## config.mk

```make
export PLATFORM = sky130hd
export DESIGN_NAME = matmul_accumulator_drain_flat
export DESIGN_NICKNAME = d
export VERILOG_FILES = /design/src/rtl/matmul_accumulator_drain_pkg.sv /design/src/rtl/matmul_accumulator_drain_if.sv /design/src/rtl/matmul_accumulator_drain_acc_row_select.sv /design/src/rtl/matmul_accumulator_drain.sv /design/src/flat_wrapper.sv
export SDC_FILE = /design/constraint.sdc
export NUM_CORES = 1
export LEC_CHECK = 0
export BUFFER_PORTS_ARGS = -buffer_cell sky130_fd_sc_hd__buf_2
export CAP_MARGIN = 0
export CORE_AREA = 3 3 131 133
export CTS_CLUSTER_SIZE = 10
export DETAILED_ROUTE_END_ITERATION = 8
export DIE_AREA = 0 0 134 136
export GPL_TIMING_DRIVEN = 0
export PLACE_DENSITY = 0.74
export SLEW_MARGIN = 20
export SYNTH_ARGS = -nofsm -noshare
export SYNTH_HDL_FRONTEND = slang
export SYNTH_SLANG_ARGS = --single-unit
```

## constraint.sdc

```tcl
create_clock -name clk_i -period 4.4 [get_ports clk_i]
set_input_delay 0.66 -clock clk_i [delete_from_list [all_inputs] [get_ports clk_i]]
set_output_delay 0.66 -clock clk_i [all_outputs]
set_load 0.1 [all_outputs]
```

## src/rtl/matmul_accumulator_drain_pkg.sv

```systemverilog
// Package for the accumulator/drain block.
// Holds the FSM state encoding and width helpers shared by the top, the
// row-select sub-module and the bus interface.
// Optional build macro used by this block: SWIRL_ACC_DRAIN_RELU_EN
// (ReLU clamp on the drained rows only).
package swirl_acc_pkg;

  typedef enum logic [1:0] {
    IDLE  = 2'd0,
    ACCUM = 2'd1,
    DRAIN = 2'd2
  } acc_state_e;

  // Accumulator element width: four times the operand precision.
  function automatic int acc_w(input int p);
    return 4 * p;
  endfunction

  // Index width that never collapses to zero bits (M = 1 still gets 1 bit).
  function automatic int clog2_min1(input int n);
    return (n <= 2) ? 1 : $clog2(n);
  endfunction

endpackage

```

## src/rtl/matmul_accumulator_drain_if.sv

```systemverilog
// Bus interface for matmul_accumulator_drain.
// Groups the job control, the tile input stream from the MMA array, the C
// operand feedback, the drained-row output stream and status/debug signals.
//   start_i, num_ktiles_i : job start and K-tile count (sampled in IDLE)
//   d_i, d_valid_i, d_ready_o : result tile stream from the array
//   c_o : accumulator fed back as the array's C operand
//   row_o, row_idx_o, row_valid_o, row_ready_i : drained row stream
//   busy_o, done_o : status; state_o : FSM state for checkers
// Handshake rule for both streams: a transfer happens on a rising clock edge
// where valid and ready are both high; the producer holds data stable while
// valid is high and ready is low, and ready never depends on valid.
// Modports: slave = this block, master = the environment driving it.
interface matmul_accumulator_drain_if
  import swirl_acc_pkg::*;
#(
  parameter int M    = 2,
  parameter int N    = 2,
  parameter int P    = 8,
  parameter int KT_W = 8
);
  localparam int ACC_W = acc_w(P);
  localparam int IW    = clog2_min1(M);

  logic                            start_i;
  logic [KT_W-1:0]                 num_ktiles_i;
  logic [M-1:0][N-1:0][ACC_W-1:0]  d_i;
  logic                            d_valid_i;
  logic                            d_ready_o;
  logic [M-1:0][N-1:0][ACC_W-1:0]  c_o;
  logic [N-1:0][ACC_W-1:0]         row_o;
  logic [IW-1:0]                   row_idx_o;
  logic                            row_valid_o;
  logic                            row_ready_i;
  logic                            busy_o;
  logic                            done_o;
  logic [1:0]                      state_o;

  modport slave (
    input  start_i, num_ktiles_i, d_i, d_valid_i, row_ready_i,
    output d_ready_o, c_o, row_o, row_idx_o, row_valid_o, busy_o, done_o,
           state_o
  );

  modport master (
    output start_i, num_ktiles_i, d_i, d_valid_i, row_ready_i,
    input  d_ready_o, c_o, row_o, row_idx_o, row_valid_o, busy_o, done_o,
           state_o
  );

endinterface

```

## src/rtl/matmul_accumulator_drain_acc_row_select.sv

```systemverilog
// acc_row_select: combinational row mux from the accumulator to the drain
// stream, with an optional ReLU clamp (macro SWIRL_ACC_DRAIN_RELU_EN).
//   acc     : full M x N accumulator
//   row_sel : row index to present
//   row     : selected row (clamped when the macro is defined)
module acc_row_select
  import swirl_acc_pkg::*;
#(
  parameter int M     = 2,
  parameter int N     = 2,
  parameter int ACC_W = 32,
  parameter int IW    = 1
) (
  input  logic [M-1:0][N-1:0][ACC_W-1:0] acc,
  input  logic [IW-1:0]                  row_sel,
  output logic [N-1:0][ACC_W-1:0]        row
);

  logic [N-1:0][ACC_W-1:0] sel_row;

  // Compare-and-select loop keeps the mux in range even when M is not a
  // power of two.
  always_comb begin
    sel_row = '0;
    for (int r = 0; r < M; r++) begin
      if (row_sel == IW'(r)) sel_row = acc[r];
    end
  end

`ifdef SWIRL_ACC_DRAIN_RELU_EN
  // Negative elements (sign bit set) are replaced by zero on the way out.
  always_comb begin
    row = '0;
    for (int c = 0; c < N; c++) begin
      row[c] = sel_row[c][ACC_W-1] ? '0 : sel_row[c];
    end
  end
`else
  assign row = sel_row;
`endif

endmodule

```

## src/rtl/matmul_accumulator_drain.sv

```systemverilog
// matmul_accumulator_drain: holds the running M x N accumulator across a job
// of K-tiles, feeds it back to the MMA array as C, then drains it one row per
// cycle on a valid/ready stream.
// Ports:
//   clk_i  : clock
//   rst_ni : synchronous active-low reset
//   bus    : matmul_accumulator_drain_if.slave (job control, tile stream,
//            C feedback, row stream, status, state_o debug)
// Optional macro: SWIRL_ACC_DRAIN_RELU_EN clamps negative drained elements
// to zero; the accumulator and c_o are never clamped.
module matmul_accumulator_drain
  import swirl_acc_pkg::*;
#(
  parameter int M    = 2,
  parameter int N    = 2,
  parameter int P    = 8,
  parameter int KT_W = 8
) (
  input  logic                         clk_i,
  input  logic                         rst_ni,
  matmul_accumulator_drain_if.slave    bus
);

  localparam int ACC_W = acc_w(P);
  localparam int IW    = clog2_min1(M);

  localparam logic [1:0] S_IDLE  = IDLE;
  localparam logic [1:0] S_ACCUM = ACCUM;
  localparam logic [1:0] S_DRAIN = DRAIN;

  logic [1:0]                     state_q;
  logic [M-1:0][N-1:0][ACC_W-1:0] acc_q;
  logic [KT_W-1:0]                ktiles_q;
  logic [KT_W-1:0]                tile_cnt_q;
  logic [IW-1:0]                  row_cnt_q;
  logic                           done_q;
  logic [N-1:0][ACC_W-1:0]        row_w;

  logic d_fire;
  logic row_fire;

  assign d_fire   = (state_q == S_ACCUM) && bus.d_valid_i;
  assign row_fire = (state_q == S_DRAIN) && bus.row_ready_i;

  always_ff @(posedge clk_i) begin
    if (!rst_ni) begin
      state_q    <= S_IDLE;
      acc_q      <= '0;
      ktiles_q   <= '0;
      tile_cnt_q <= '0;
      row_cnt_q  <= '0;
      done_q     <= 1'b0;
    end else begin
      done_q <= 1'b0;
      case (state_q)
        S_IDLE: begin
          if (bus.start_i) begin
            // A zero count runs as a single tile.
            ktiles_q   <= (bus.num_ktiles_i == '0) ? KT_W'(1) : bus.num_ktiles_i;
            acc_q      <= '0;
            tile_cnt_q <= '0;
            state_q    <= S_ACCUM;
          end
        end
        S_ACCUM: begin
          if (d_fire) begin
            // The array already added C, so the tile is loaded as-is.
            acc_q      <= bus.d_i;
            tile_cnt_q <= tile_cnt_q + KT_W'(1);
            if (tile_cnt_q == ktiles_q - KT_W'(1)) begin
              row_cnt_q <= '0;
              state_q   <= S_DRAIN;
            end
          end
        end
        S_DRAIN: begin
          if (row_fire) begin
            if (row_cnt_q == IW'(M - 1)) begin
              done_q  <= 1'b1;
              state_q <= S_IDLE;
            end else begin
              row_cnt_q <= row_cnt_q + IW'(1);
            end
          end
        end
        default: state_q <= S_IDLE;
      endcase
    end
  end

  acc_row_select #(
    .M     (M),
    .N     (N),
    .ACC_W (ACC_W),
    .IW    (IW)
  ) u_row_select (
    .acc     (acc_q),
    .row_sel (row_cnt_q),
    .row     (row_w)
  );

  assign bus.d_ready_o   = (state_q == S_ACCUM);
  assign bus.row_valid_o = (state_q == S_DRAIN);
  assign bus.row_o       = row_w;
  assign bus.row_idx_o   = row_cnt_q;
  assign bus.c_o         = acc_q;
  assign bus.busy_o      = (state_q != S_IDLE);
  assign bus.done_o      = done_q;
  assign bus.state_o     = state_q;

endmodule

```

## src/flat_wrapper.sv

```systemverilog
// flat-port wrapper written by rule: the top's interface ports become plain ports
module matmul_accumulator_drain_flat import swirl_acc_pkg::*;
#(
  parameter int M    = 2,
  parameter int N    = 2,
  parameter int P    = 8,
  parameter int KT_W = 8
)
  (clk_i, rst_ni, bus_start_i, bus_num_ktiles_i, bus_d_i, bus_d_valid_i, bus_row_ready_i, bus_d_ready_o, bus_c_o, bus_row_o, bus_row_idx_o, bus_row_valid_o, bus_busy_o, bus_done_o, bus_state_o);
  matmul_accumulator_drain_if #(.M(M), .N(N), .P(P), .KT_W(KT_W)) bus_i ();
  input  logic clk_i;
  input  logic rst_ni;
  input wire logic [$bits(bus_i.start_i)-1:0] bus_start_i;
  input wire logic [$bits(bus_i.num_ktiles_i)-1:0] bus_num_ktiles_i;
  input wire logic [$bits(bus_i.d_i)-1:0] bus_d_i;
  input wire logic [$bits(bus_i.d_valid_i)-1:0] bus_d_valid_i;
  input wire logic [$bits(bus_i.row_ready_i)-1:0] bus_row_ready_i;
  output wire logic [$bits(bus_i.d_ready_o)-1:0] bus_d_ready_o;
  output wire logic [$bits(bus_i.c_o)-1:0] bus_c_o;
  output wire logic [$bits(bus_i.row_o)-1:0] bus_row_o;
  output wire logic [$bits(bus_i.row_idx_o)-1:0] bus_row_idx_o;
  output wire logic [$bits(bus_i.row_valid_o)-1:0] bus_row_valid_o;
  output wire logic [$bits(bus_i.busy_o)-1:0] bus_busy_o;
  output wire logic [$bits(bus_i.done_o)-1:0] bus_done_o;
  output wire logic [$bits(bus_i.state_o)-1:0] bus_state_o;
  assign bus_i.start_i = bus_start_i;
  assign bus_i.num_ktiles_i = bus_num_ktiles_i;
  assign bus_i.d_i = bus_d_i;
  assign bus_i.d_valid_i = bus_d_valid_i;
  assign bus_i.row_ready_i = bus_row_ready_i;
  assign bus_d_ready_o = bus_i.d_ready_o;
  assign bus_c_o = bus_i.c_o;
  assign bus_row_o = bus_i.row_o;
  assign bus_row_idx_o = bus_i.row_idx_o;
  assign bus_row_valid_o = bus_i.row_valid_o;
  assign bus_busy_o = bus_i.busy_o;
  assign bus_done_o = bus_i.done_o;
  assign bus_state_o = bus_i.state_o;
  matmul_accumulator_drain #(.M(M), .N(N), .P(P), .KT_W(KT_W)) u_core (.clk_i(clk_i), .rst_ni(rst_ni), .bus(bus_i));
endmodule
```

==> flow_summary_export.csv <==
group,metric,value,unit
placement,placed_cell_area,0.00869,mm²
global_routing,grt.overflow.total,0,
sta,rsz0062_at_grt,"false",
finish,fin_area,0.00931,mm²
drt,drtPass1Iterations,6,
setup_path,critPathArrivalTime,2570,ps
cts,clock_latency,420,ps
drt,ant_nets,0,
sta,period_share,73.4,%
hold_path,hold_class,"reg -> reg",
cts,clock-sinks,148,
sta,setup_viol,0,
placement,dpl.hpwl,19.0,mm
finish,syn_to_final_growth,38.3,%
run_status,status,"finished clean",
sta,setup_ws,1170,ps
drt,vias,7085,
setup_path,cp.required,3740,ps
cts,htree_levels,4,
yosys,netlist_area,0.00673,mm²
yosys,synth_warnings,0,
placement,routabilityCongestion,0.835,
yosys,synth.distinct_cells,39,
finish,drive_gt1_share,40.4,%
yosys,synth_ff_type,"dfxtp_1",
setup_path,crit_fanout,10,
cts,numCtsBuffers,17,
floorplan,die_w,134,µm
pwr,peakVddDrop,0.000265,V
placement,dpl_worst_slack,1620,ps
yosys,synth.area.mux_share,11.2,%
yosys,synth_compound_area_share,16.8,%
yosys,synth_edf_count,0,
global_routing,grt.total_usage,26.0,%
global_routing,grt_pass1_wl,36.7,mm
floorplan,start_util,42.2,%
sta,clock.fmax,310,MHz
run,maxCapViolCount,0,
floorplan,boundaryPins,340,
yosys,synth-seq-cells,148,
cts,clkSlewWorstSetupHoldPaths,60,ps
sta,maxSlewViolCount,0,
cts,clk_path_buf_depth,2,
global_routing,grt_start_max_net_pins,17,
floorplan,core-area,0.0159,mm²
global_routing,grt_pass1_vias,6617,
pwr,p_leak,4.25,nW
sta,timing.final.hold_violations,0,
setup_path,end_kind,"output pin",
drt,vias_per_cell,5.22,
cts,cts_tree,"done",
cts,root_buffer,"clkbuf_16",
sta,holdWs,472,ps
drt,drc,0,
drt,drtIter0Drc,396,
floorplan,dieHeight,136,µm
cts,cts_hold_buf,0,
drt,drt_wl_total,25.0,mm
sta,finalSetupTns,0,ps
floorplan,placementRows,46,
placement,port_buffers,338,
finish,final_core_util,58.4,%
setup_path,worst-setup-path-type,"reg -> out",
cts,post_cts.repair.setup_buffers,0,
yosys,syn-num-nets,913,
sta,skew,7.07,ps
drt,wl_per_cell,18.5,µm
yosys,synthCells,770,
sta,worst_pin_slew,754,ps
setup_path,startpoint_type,"flip-flop",
sta,relSlewSlack,49.7,%
yosys,synth_top_family_by_area,"simple AND/OR/NAND/NOR gates",
yosys,async_flop_share,0,%
yosys,ys_seq_area_share,44.0,%
floorplan,die-area,0.0182,mm²
pwr,powerDensity,412,mW/mm²
sta,finalCriticalPeriod,3230,ps
yosys,synthAdderAreaFrac,0.372,%
yosys,synth_simple_gate_area_share,21.2,%
yosys,syn_avg_cell_area,8.74,µm²
yosys,synth_xor_area_share,1.82,%
cts,cts_repair_resize_count,0,
global_routing,antenna_found_initial,2,
finish,final_nets,1270,
-- final timing paths --
kind | cells past startpoint | to | slack [ps] | start
setup / recovery | 4 | bus_row_o[37] | 1170 | u_core.bus.row_idx_o
hold / removal | 2 | u_core.bus.c_o[78] | 470 | u_core.bus.c_o[78]
setup reg to reg | 6 | u_core.bus.c_o[7] | 2200 | u_core.bus.state_o[0]
hold reg to reg | 2 | u_core.bus.c_o[78] | 470 | u_core.bus.c_o[78]
-- layout make-up --
class                   count  area [µm²]
multi-input cells         550        3460
flip-flops and latches    148        2960
plain buffers              68         297
fillers                  1453        6640
well taps                 216         270
diodes                      1        2.50
repair buffers            338        1690
clock buffers              20         457
inverters                   4        15.0
clock inverters            12         154
-- cell families (layout without fill, tap and decap cells) --
kind of cell / after synthesis / count (layout)
compound gates: 153 / 153
fa+ha+maj: 2 / 2
mux: 67 / 67
xor+xnor: 14 / 14
simple gates: 314 / 314
buf+inv: 72 / 442
flops: 148 / 148
other cells: 0 / 1
-- routing by layer --
layer	vias to the layer above	global-route usage, %	share of wire [%]
li1	3391	-	-
met1	3329	31.1	40
met2	325	46.0	49
met3	38	6.59	8.2
met4	2	8.11	2.2
met5	-	0	0.028
-- report_power, final --
part           switching [mW]  leakage, nW  internal, mW
logic                   0.711         2.75         0.185
registers              0.0454         1.20          1.39
clock network           0.583        0.292         0.923
-- stage by stage --
| step | total power [mW] | cells |
|---|---|---|
| 5_1_grt | 3.95 | 1357 |
| 6_report | 3.84 | 1357 |
| 2_1_floorplan | 2.13 | 770 |
| 4_1_cts | 3.85 | 1356 |
| 3_3_place_gp | 2.35 | 1324 |
| 3_5_place_dp | 2.36 | 1324 |
-- critical path: stages, from the launching register on --
cell and delay [ps]:
dfxtp_1 460, buf_2 440, buf_1 530, mux2_2 410, buf_2 290
-- Yosys cell counts (7+ instances only) --
master	instances	share of area, %
mux2_2	65	11
xor2_1	7	0.91
xnor2_1	7	0.91
a21oi_1	7	0.52
buf_1	9	0.50
nand3_1	133	9.9
nand2_1	152	8.5
a21boi_0	136	15
buf_2	21	1.6
nor2_1	8	0.45
dfxtp_1	148	44
clkbuf_1	36	2.0
-- cells in the final DEF (no fill, tap or decap), types with 4 or more instances in the layout --
master / instances
buf_1: 9
a21oi_1: 7
dfxtp_1: 148
buf_2: 359
nand3_1: 133
xnor2_1: 7
nand2_1: 152
nor2_1: 8
xor2_1: 7
clkbuf_1: 37
clkbuf_16: 17
o21ai_0: 4
mux2_2: 65
a21boi_0: 136
-- registers in the layout (all words and copies together), names as in the netlist --
register,flops
u_core.bus.done_o,1
u_core.tile_cnt_q,8
u_core.ktiles_q,8
u_core.bus.state_o,2
u_core.bus.row_idx_o,1
u_core.bus.c_o,128
(Power assumes the default switching activity.)
